--- config.mk ---
export PLATFORM = sky130hd
export DESIGN_NAME = key_expansion
export DESIGN_NICKNAME = d
export VERILOG_FILES = /design/src/rtl/key_expansion.sv
export SDC_FILE = /design/constraint.sdc
export NUM_CORES = 2
export LEC_CHECK = 0
export CAP_MARGIN = 10
export CORE_MARGIN = 2
export CORE_UTILIZATION = 42
export CTS_CLUSTER_SIZE = 40
export DETAILED_ROUTE_END_ITERATION = 6
export DONT_BUFFER_PORTS = 1
export PLACE_DENSITY = 0.68
export SLEW_MARGIN = 20
export SYNTH_ARGS = -nofsm -noshare
export SYNTH_HDL_FRONTEND = slang
export SYNTH_SLANG_ARGS = --single-unit
--- constraint.sdc ---
create_clock -name clk -period 19.1 [get_ports clk]
set_input_delay 4.775 -clock clk [delete_from_list [all_inputs] [get_ports clk]]
set_output_delay 4.775 -clock clk [all_outputs]
set_load 0.005 [all_outputs]
--- src/rtl/key_expansion.sv ---
// key_expansion: iterative AES-128 key schedule feeding AddRoundKey.
// A start request latches the cipher key into slot 0. Round keys 1..10 are
// then derived one per clock and held in an 11-entry store, which a
// registered read port serves in any order.
// Ports:
//   clk      - clock, all logic on rising edge
//   rst      - synchronous active-high reset
//   start    - request expansion of key (ignored while busy)
//   key      - cipher key, FIPS-197 byte order (byte 0 = key[127:120])
//   rd_addr  - round-key index 0..10 (11..15 read as zero)
//   rd_key   - registered round key selected by rd_addr, 1-cycle latency
//   busy     - expansion in progress
//   ready    - all 11 round keys valid
//   done     - one-cycle pulse when expansion completes
module key_expansion #(
  parameter int unsigned word_size  = 8,
  parameter int unsigned array_size = 16,
  parameter int unsigned num_rounds = 10
) (
  input  logic                              clk,
  input  logic                              rst,
  input  logic                              start,
  input  logic [word_size*array_size-1:0]   key,
  input  logic [3:0]                        rd_addr,
  output logic [word_size*array_size-1:0]   rd_key,
  output logic                              busy,
  output logic                              ready,
  output logic                              done
);

  localparam int unsigned block_w = word_size * array_size;
  localparam int unsigned depth   = num_rounds + 1;

  localparam logic [1:0] S_IDLE   = 2'd0;
  localparam logic [1:0] S_EXPAND = 2'd1;
  localparam logic [1:0] S_DONE   = 2'd2;

  // AES forward S-box, entry 0 in the most significant byte.
  localparam logic [2047:0] SBOX = {
    128'h637c777bf26b6fc53001672bfed7ab76,
    128'hca82c97dfa5947f0add4a2af9ca472c0,
    128'hb7fd9326363ff7cc34a5e5f171d83115,
    128'h04c723c31896059a071280e2eb27b275,
    128'h09832c1a1b6e5aa0523bd6b329e32f84,
    128'h53d100ed20fcb15b6acbbe394a4c58cf,
    128'hd0efaafb434d338545f9027f503c9fa8,
    128'h51a3408f929d38f5bcb6da2110fff3d2,
    128'hcd0c13ec5f974417c4a77e3d645d1973,
    128'h60814fdc222a908846eeb814de5e0bdb,
    128'he0323a0a4906245cc2d3ac629195e479,
    128'he7c8376d8dd54ea96c56f4ea657aae08,
    128'hba78252e1ca6b4c6e8dd741f4bbd8b8a,
    128'h703eb5664803f60e613557b986c11d9e,
    128'he1f8981169d98e949b1e87e9ce5528df,
    128'h8ca1890dbfe6426841992d0fb054bb16
  };

  logic [block_w-1:0] store [depth];
  logic [1:0]         state, state_nxt;
  logic [3:0]         cnt, cnt_nxt;
  logic               busy_nxt, ready_nxt, done_nxt;
  logic               wr_en_c;
  logic [3:0]         wr_idx_c;
  logic [3:0]         prev_idx_c;
  logic [block_w-1:0] wr_data_c;
  logic [block_w-1:0] round_key_c;

  function automatic logic [7:0] sub_byte(input logic [7:0] b);
    sub_byte = SBOX[11'd2047 - {b, 3'b000} -: 8];
  endfunction

  function automatic logic [7:0] rcon(input logic [3:0] r);
    case (r)
      4'd1:    rcon = 8'h01;
      4'd2:    rcon = 8'h02;
      4'd3:    rcon = 8'h04;
      4'd4:    rcon = 8'h08;
      4'd5:    rcon = 8'h10;
      4'd6:    rcon = 8'h20;
      4'd7:    rcon = 8'h40;
      4'd8:    rcon = 8'h80;
      4'd9:    rcon = 8'h1b;
      4'd10:   rcon = 8'h36;
      default: rcon = 8'h00;
    endcase
  endfunction

  // One key-schedule round: word-wise XOR chain seeded by the transformed last word.
  function automatic logic [block_w-1:0] next_round(input logic [block_w-1:0] prev,
                                                    input logic [7:0]         rc);
    logic [31:0] p0, p1, p2, p3, rot, t, n0, n1, n2, n3;
    p0  = prev[127:96];
    p1  = prev[95:64];
    p2  = prev[63:32];
    p3  = prev[31:0];
    rot = {p3[23:0], p3[31:24]};
    t   = {sub_byte(rot[31:24]) ^ rc, sub_byte(rot[23:16]),
           sub_byte(rot[15:8]), sub_byte(rot[7:0])};
    n0  = p0 ^ t;
    n1  = p1 ^ n0;
    n2  = p2 ^ n1;
    n3  = p3 ^ n2;
    next_round = {n0, n1, n2, n3};
  endfunction

  // Guard keeps the previous-slot index in range while idle (cnt = 0).
  assign prev_idx_c  = (cnt == 4'd0) ? 4'd0 : cnt - 4'd1;
  assign round_key_c = next_round(store[prev_idx_c], rcon(cnt));

  // Next-state and store-write decode.
  always_comb begin
    state_nxt = state;
    cnt_nxt   = cnt;
    busy_nxt  = busy;
    ready_nxt = ready;
    done_nxt  = 1'b0;
    wr_en_c   = 1'b0;
    wr_idx_c  = cnt;
    wr_data_c = round_key_c;
    case (state)
      S_IDLE, S_DONE: begin
        if (start) begin
          wr_en_c   = 1'b1;
          wr_idx_c  = 4'd0;
          wr_data_c = key;
          cnt_nxt   = 4'd1;
          busy_nxt  = 1'b1;
          ready_nxt = 1'b0;
          state_nxt = S_EXPAND;
        end
      end
      S_EXPAND: begin
        wr_en_c = 1'b1;
        // Counter holds at the final round so it never exceeds num_rounds.
        if (cnt == 4'(num_rounds)) begin
          busy_nxt  = 1'b0;
          ready_nxt = 1'b1;
          done_nxt  = 1'b1;
          state_nxt = S_DONE;
        end else begin
          cnt_nxt = cnt + 4'd1;
        end
      end
      default: state_nxt = S_IDLE;
    endcase
  end

  // State, status and round-key store registers.
  always_ff @(posedge clk) begin
    if (rst) begin
      state <= S_IDLE;
      cnt   <= 4'd0;
      busy  <= 1'b0;
      ready <= 1'b0;
      done  <= 1'b0;
      for (int i = 0; i < int'(depth); i++) store[i] <= '0;
    end else begin
      state <= state_nxt;
      cnt   <= cnt_nxt;
      busy  <= busy_nxt;
      ready <= ready_nxt;
      done  <= done_nxt;
      if (wr_en_c) store[wr_idx_c] <= wr_data_c;
    end
  end

  // Registered read port, independent of FSM state.
  always_ff @(posedge clk) begin
    if (rst) begin
      rd_key <= '0;
    end else if (rd_addr < 4'(depth)) begin
      rd_key <= store[rd_addr];
    end else begin
      rd_key <= '0;
    end
  end

endmodule

=== Word level (Yosys, flattened, before mapping) ===
Memory sizes are Yosys's and may differ from the RTL's. A register that Yosys moved wholly into a read port is not among the register bits.
Index checks and enable logic that the tools add are counted.

* Bits in read-only memories: 128
* Input port bits: 135
* Memories kept: 2
* RAM bits: 1408
* Register bits after elaboration: 9
* Output and inout bits: 131

{| class="wikitable"
|+ Memory list
! name !! words !! bits a word !! read ports !! clocked after memory_dff !! write ports !! line !! RTL
|-
| store || 11 || 128 || 2 || 1 || 11 || 58 || <nowiki>logic [block_w-1:0] store [depth];</nowiki>
|-
| (no name shown) || 16 || 8 || 1 || 1 || 0 || 73 || <nowiki>case (r)</nowiki>
|}

* Reductions and logical operators: 10
* $add $sub $neg: 6
* Order comparisons: 1
* Mux-type cells: 30
* Shift operators: 4
* Eq/ne operators: 6
* Bitwise operators: 7

{| class="wikitable"
|+ Operators with widths
! cell !! number
|-
| $shiftx A2055 B12 Y8 const A || 4
|-
| $mux W128 || 3
|-
| $reduce_or A128 Y1 || 1
|-
| $xor A32 B32 Y32 || 4
|-
| $sub A11 B11 Y11 const A || 4
|-
| $mux W4 || 8
|-
| $mux W1 || 12
|-
| $pmux W4 S2 || 1
|-
| $xor A8 B8 Y8 || 1
|-
| $ne A2 B2 Y1 const B || 3
|-
| $pmux W1 S2 || 3
|-
| $reduce_and A3 Y1 || 2
|-
| $reduce_or A2 Y1 || 3
|-
| $add A4 B1 Y4 const B || 1
|-
| $eq A4 B4 Y1 const B || 1
|-
| $logic_not A4 Y1 || 1
|-
| $lt A4 B4 Y1 const B || 1
|-
| $mux W2 || 2
|-
| $pmux W2 S2 || 1
|-
| $sub A4 B1 Y4 const B || 1
|-
| $eq A2 B1 Y1 const B || 1
|-
| $eq A2 B2 Y1 const B || 1
|-
| $logic_not A2 Y1 || 1
|-
| $not A1 Y1 || 2
|-
| 2 further kinds || 2
|}

=== Logic depth before layout (Yosys ltp) ===
An unclocked memory read counts as a cell.

* Depth in word-level cells: 13
* Gate-level depth with buffers: 40
* Depth with buffers taken out: 21

=== Worst setup path before layout ===
No wires, ideal clock.

* Path type: input to register
* Start: input port rst
* End: memory store[11][0] in the netlist's numbering, enable pin
* Data arrival time: 17.338 ns
* Path slack: 0.834 ns
* Stages: 4
* Setup time: 0.929 ns
* Buffers on the path: 1
* Cells stage by stage: clkbuf_1 nor2_1 nand2_1 nor4_1

{| class="wikitable"
|+ RTL lines
! what !! line !! RTL
|-
| start: declaration || 21 || <nowiki>input logic rst,</nowiki>
|-
| end: declaration || 58 ||
|}

==> metrics.yaml <==
floorplan.initialDensity_pct: 42.30
grt_max_degree: 514
synth_edf_count: 1920
cap_violations: 0
min_path_cells: 2
grt_pass1_vias: 103144
crit_top_cell: "buf_4"
ctsHtreeMaxLevel: 4
cp-end-kind: "flip-flop"
cts-hold-fix-buffers: 0
cts_buffers: 235
drtAntennaViolNets: 0
setup_violations: 0
place_inst: 14310
vias: 107465
num-nets-final: 10838
grt_pass1_wl_mm: 794.7
syn-mean-instance-area_um2: 11.14
drtIter0Drc: 20171
row_count: 199
port_buffers: 0
die_area_mm2: 0.3008
finalNonFillerCells: 14802
dp_worst_setup_slack_ns: 8.597
grt_overflow: 0
antenna_found_initial: 79
die_h_um: 548.4
cts_tree: "built"
dp.final_hpwl_mm: 335.5
worst_slew_pin_slew_ns: 1.339
synth_fp_nets: 11373
rrSetupSlack_ns: 8.34
viasPerCell: 7.260
fp.dieW_um: 548.4
cts_buffer_depth: 4
synth.ff_latch_count: 2193
register_area_mm2: 0.06312
relSlewSlack_pct: 10.31
wirelength_mm: 572.1
coreArea_mm2: 0.2943
drive_gt1_share_pct: 15.48
yosysWarnings: 0
r2r_cells: 21
power.leakage_uw: 0.04632
synth_cell_types: 127
crit_slowest_cell: "nand2_1"
io_pins: 266
p_total_uw: 19970
root_buffer: "clkbuf_16"
powerDensity_mw_per_mm2: 147.1
violations: "DRC"
skew_ns: 0.1122
cts_resized: 0
fin_crit_ns: 10.76
worstPathArrival_ns: 11.41
drt_first_pass_iters: 7
hold_viol: 0
path_max_fanout: 100
timing.final.ws_setup_ns: 8.338
cts_setup_buffers: 0
hold_class: "flip-flop to flip-flop"
insertion_delay_ns: 1.00
drv_slew: 0
irDropWorstVdd_mv: 0.1142
critical_path_class: "flip-flop to flip-flop"
drc: 2
crit_chain: "buf_4 > buf_12 > or3b_1 > nand2_1 > a211oi_1 > o21ai_1 > nand2_2 > inv_1 > buf_4 > ha_1 > inv_1 > nor2_1 > o311ai_0 > and3_1 > o311ai_2 > xor2_1 > xor2_1 > buf_4 > xnor2_1 > nor2_4 > nor3_1"
multi_input_area_mm2: 0.05670
track_usage_pct: 36.80
min_period_over_period_pct: 56.35
synth_flop_cell: "edfxtp_1"
cp-start-kind: "flip-flop"
final_cell_mix: "1920 x edfxtp_1, 1518 x nor2_1, 1385 x nand2_1, 685 x mux4_2, 469 x a21oi_1"
final_common_cell: "edfxtp_1"
area_growth_pct: 9.073
clk_pin_slew_worst_paths_ns: 0.07
required_ns: 19.75
rsz0062_at_grt: "no"
async_reset_ff_share_pct: 0
synth_area_mm2: 0.1245
place_congestion: 1.005
max_stage_delay_ns: 1.05
outcome: "complete, but fails checks"
setup_tns_ns: 0
synthCells: 11174
num-fill-cells: 26388
yosysSeqAreaShare_pct: 50.70
wl_per_cell_um: 38.65
fmax_ghz: 0.09292
cts_sinks: 2193
[report_power, final]
part	internal (uW)	leakage (uW)	switching [uW]
logic	2420	0.0212	7200
registers	5630	0.0214	135
clock network	2550	0.00372	2050
total	10600	0.0463	9380
[layout make-up]
| class | count | area share (%) |
|---|---|---|
| diodes | 42 | 0.07740 |
| clock buffers | 309 | 4.728 |
| clock inverters | 130 | 0.8883 |
| inverters | 100 | 0.2829 |
| multi-input cells | 7767 | 41.76 |
| flip-flops and latches | 2193 | 46.49 |
| well taps | 3919 | 3.611 |
| repair buffers | 342 | 2.167 |
[worst max-delay path, delay by kind of cell (launching register included)]
family                   cells  cell delay (ns)
AND/OR/NAND/NOR              7             3.55
buffers and inverters        6             2.24
XOR/XNOR                     3             1.60
AO/OA/AOI/OAI                4             1.57
adder cells (fa/ha/maj)      1             0.68
flip-flops                   1             0.65
[synthesized netlist by cell type (61+ instances only)]
cell type	number	share of area, %
nand2_1	1390	4.2
inv_1	88	0.27
ha_1	64	0.64
and3_1	241	1.2
a21oi_1	473	1.9
mux2i_1	113	0.91
a311oi_1	243	1.7
nor2_1	1530	4.6
buf_4	61	0.37
edfxtp_1	1920	46
o211ai_1	144	0.87
clkbuf_1	573	1.7
xor2_1	61	0.43
a211oi_1	176	1.1
a221oi_1	123	0.87
a31oi_1	200	1.0
buf_1	166	0.50
mux4_2	685	12
dfxtp_1	273	4.4
nor3_1	207	0.83
nand3_1	248	1.0
o21ai_0	459	1.8
buf_2	287	1.2
nor2b_1	164	0.82
xnor2_1	110	0.77
o221ai_1	65	0.46
[through the flow]
step           utilization, %  hold WS, ns  instance area (um2)
2_1_floorplan               -       0.4329               124500
4_1_cts                 46.00       0.4727               135400
3_5_place_dp            43.41       0.4578               127700
6_report                46.14       0.4776               135800
5_1_grt                 46.13       0.5043               135800
3_3_place_gp            43.38       0.4516               127700
[final timing paths]
check,start,endpoint
setup / recovery,cnt[0]$_SDFFE_PP0P_,store[13][39]$_DFFE_PP_
hold reg to reg,store[10][66]$_SDFFE_PP0P_,store[10][66]$_SDFFE_PP0P_
setup reg to reg,cnt[0]$_SDFFE_PP0P_,store[13][39]$_DFFE_PP_
hold / removal,store[10][66]$_SDFFE_PP0P_,store[10][66]$_SDFFE_PP0P_
[sequential cells by signal (all words and copies together), names as in the netlist, named ones only]
register,count
state,2
done,1
ready,1
cnt,4
busy,1
store,2048
rd_key,128
[metal layers]
metal | vias up | share of wire (%) | wire (um) | GRT usage [%]
li1 | 41767 | - | - | -
met1 | 52929 | 34 | 194700 | 46.35
met2 | 10469 | 42 | 242500 | 53.13
met3 | 2248 | 15 | 86400 | 11.84
met4 | 52 | 8.4 | 48080 | 26.85
met5 | - | 0.063 | 363 | 0
[cells by family (layout without fill, tap and decap cells)]
| family | count (synthesis) | in the layout | synth area share (%) |
|---|---|---|---|
| buffers and inverters | 1214 | 881 | 4.296 |
| xor gates and xnor gates | 210 | 210 | 1.773 |
| and+or+nand+nor | 4112 | 4112 | 14.53 |
| muxes | 841 | 841 | 13.70 |
| adders and majority gates | 64 | 64 | 0.6432 |
| other | 0 | 42 | 0 |
| DFF | 2193 | 2193 | 50.70 |
| AOI/OAI and AO/OA | 2540 | 2540 | 14.36 |
Note: power is estimated with default switching activity, not from simulation.
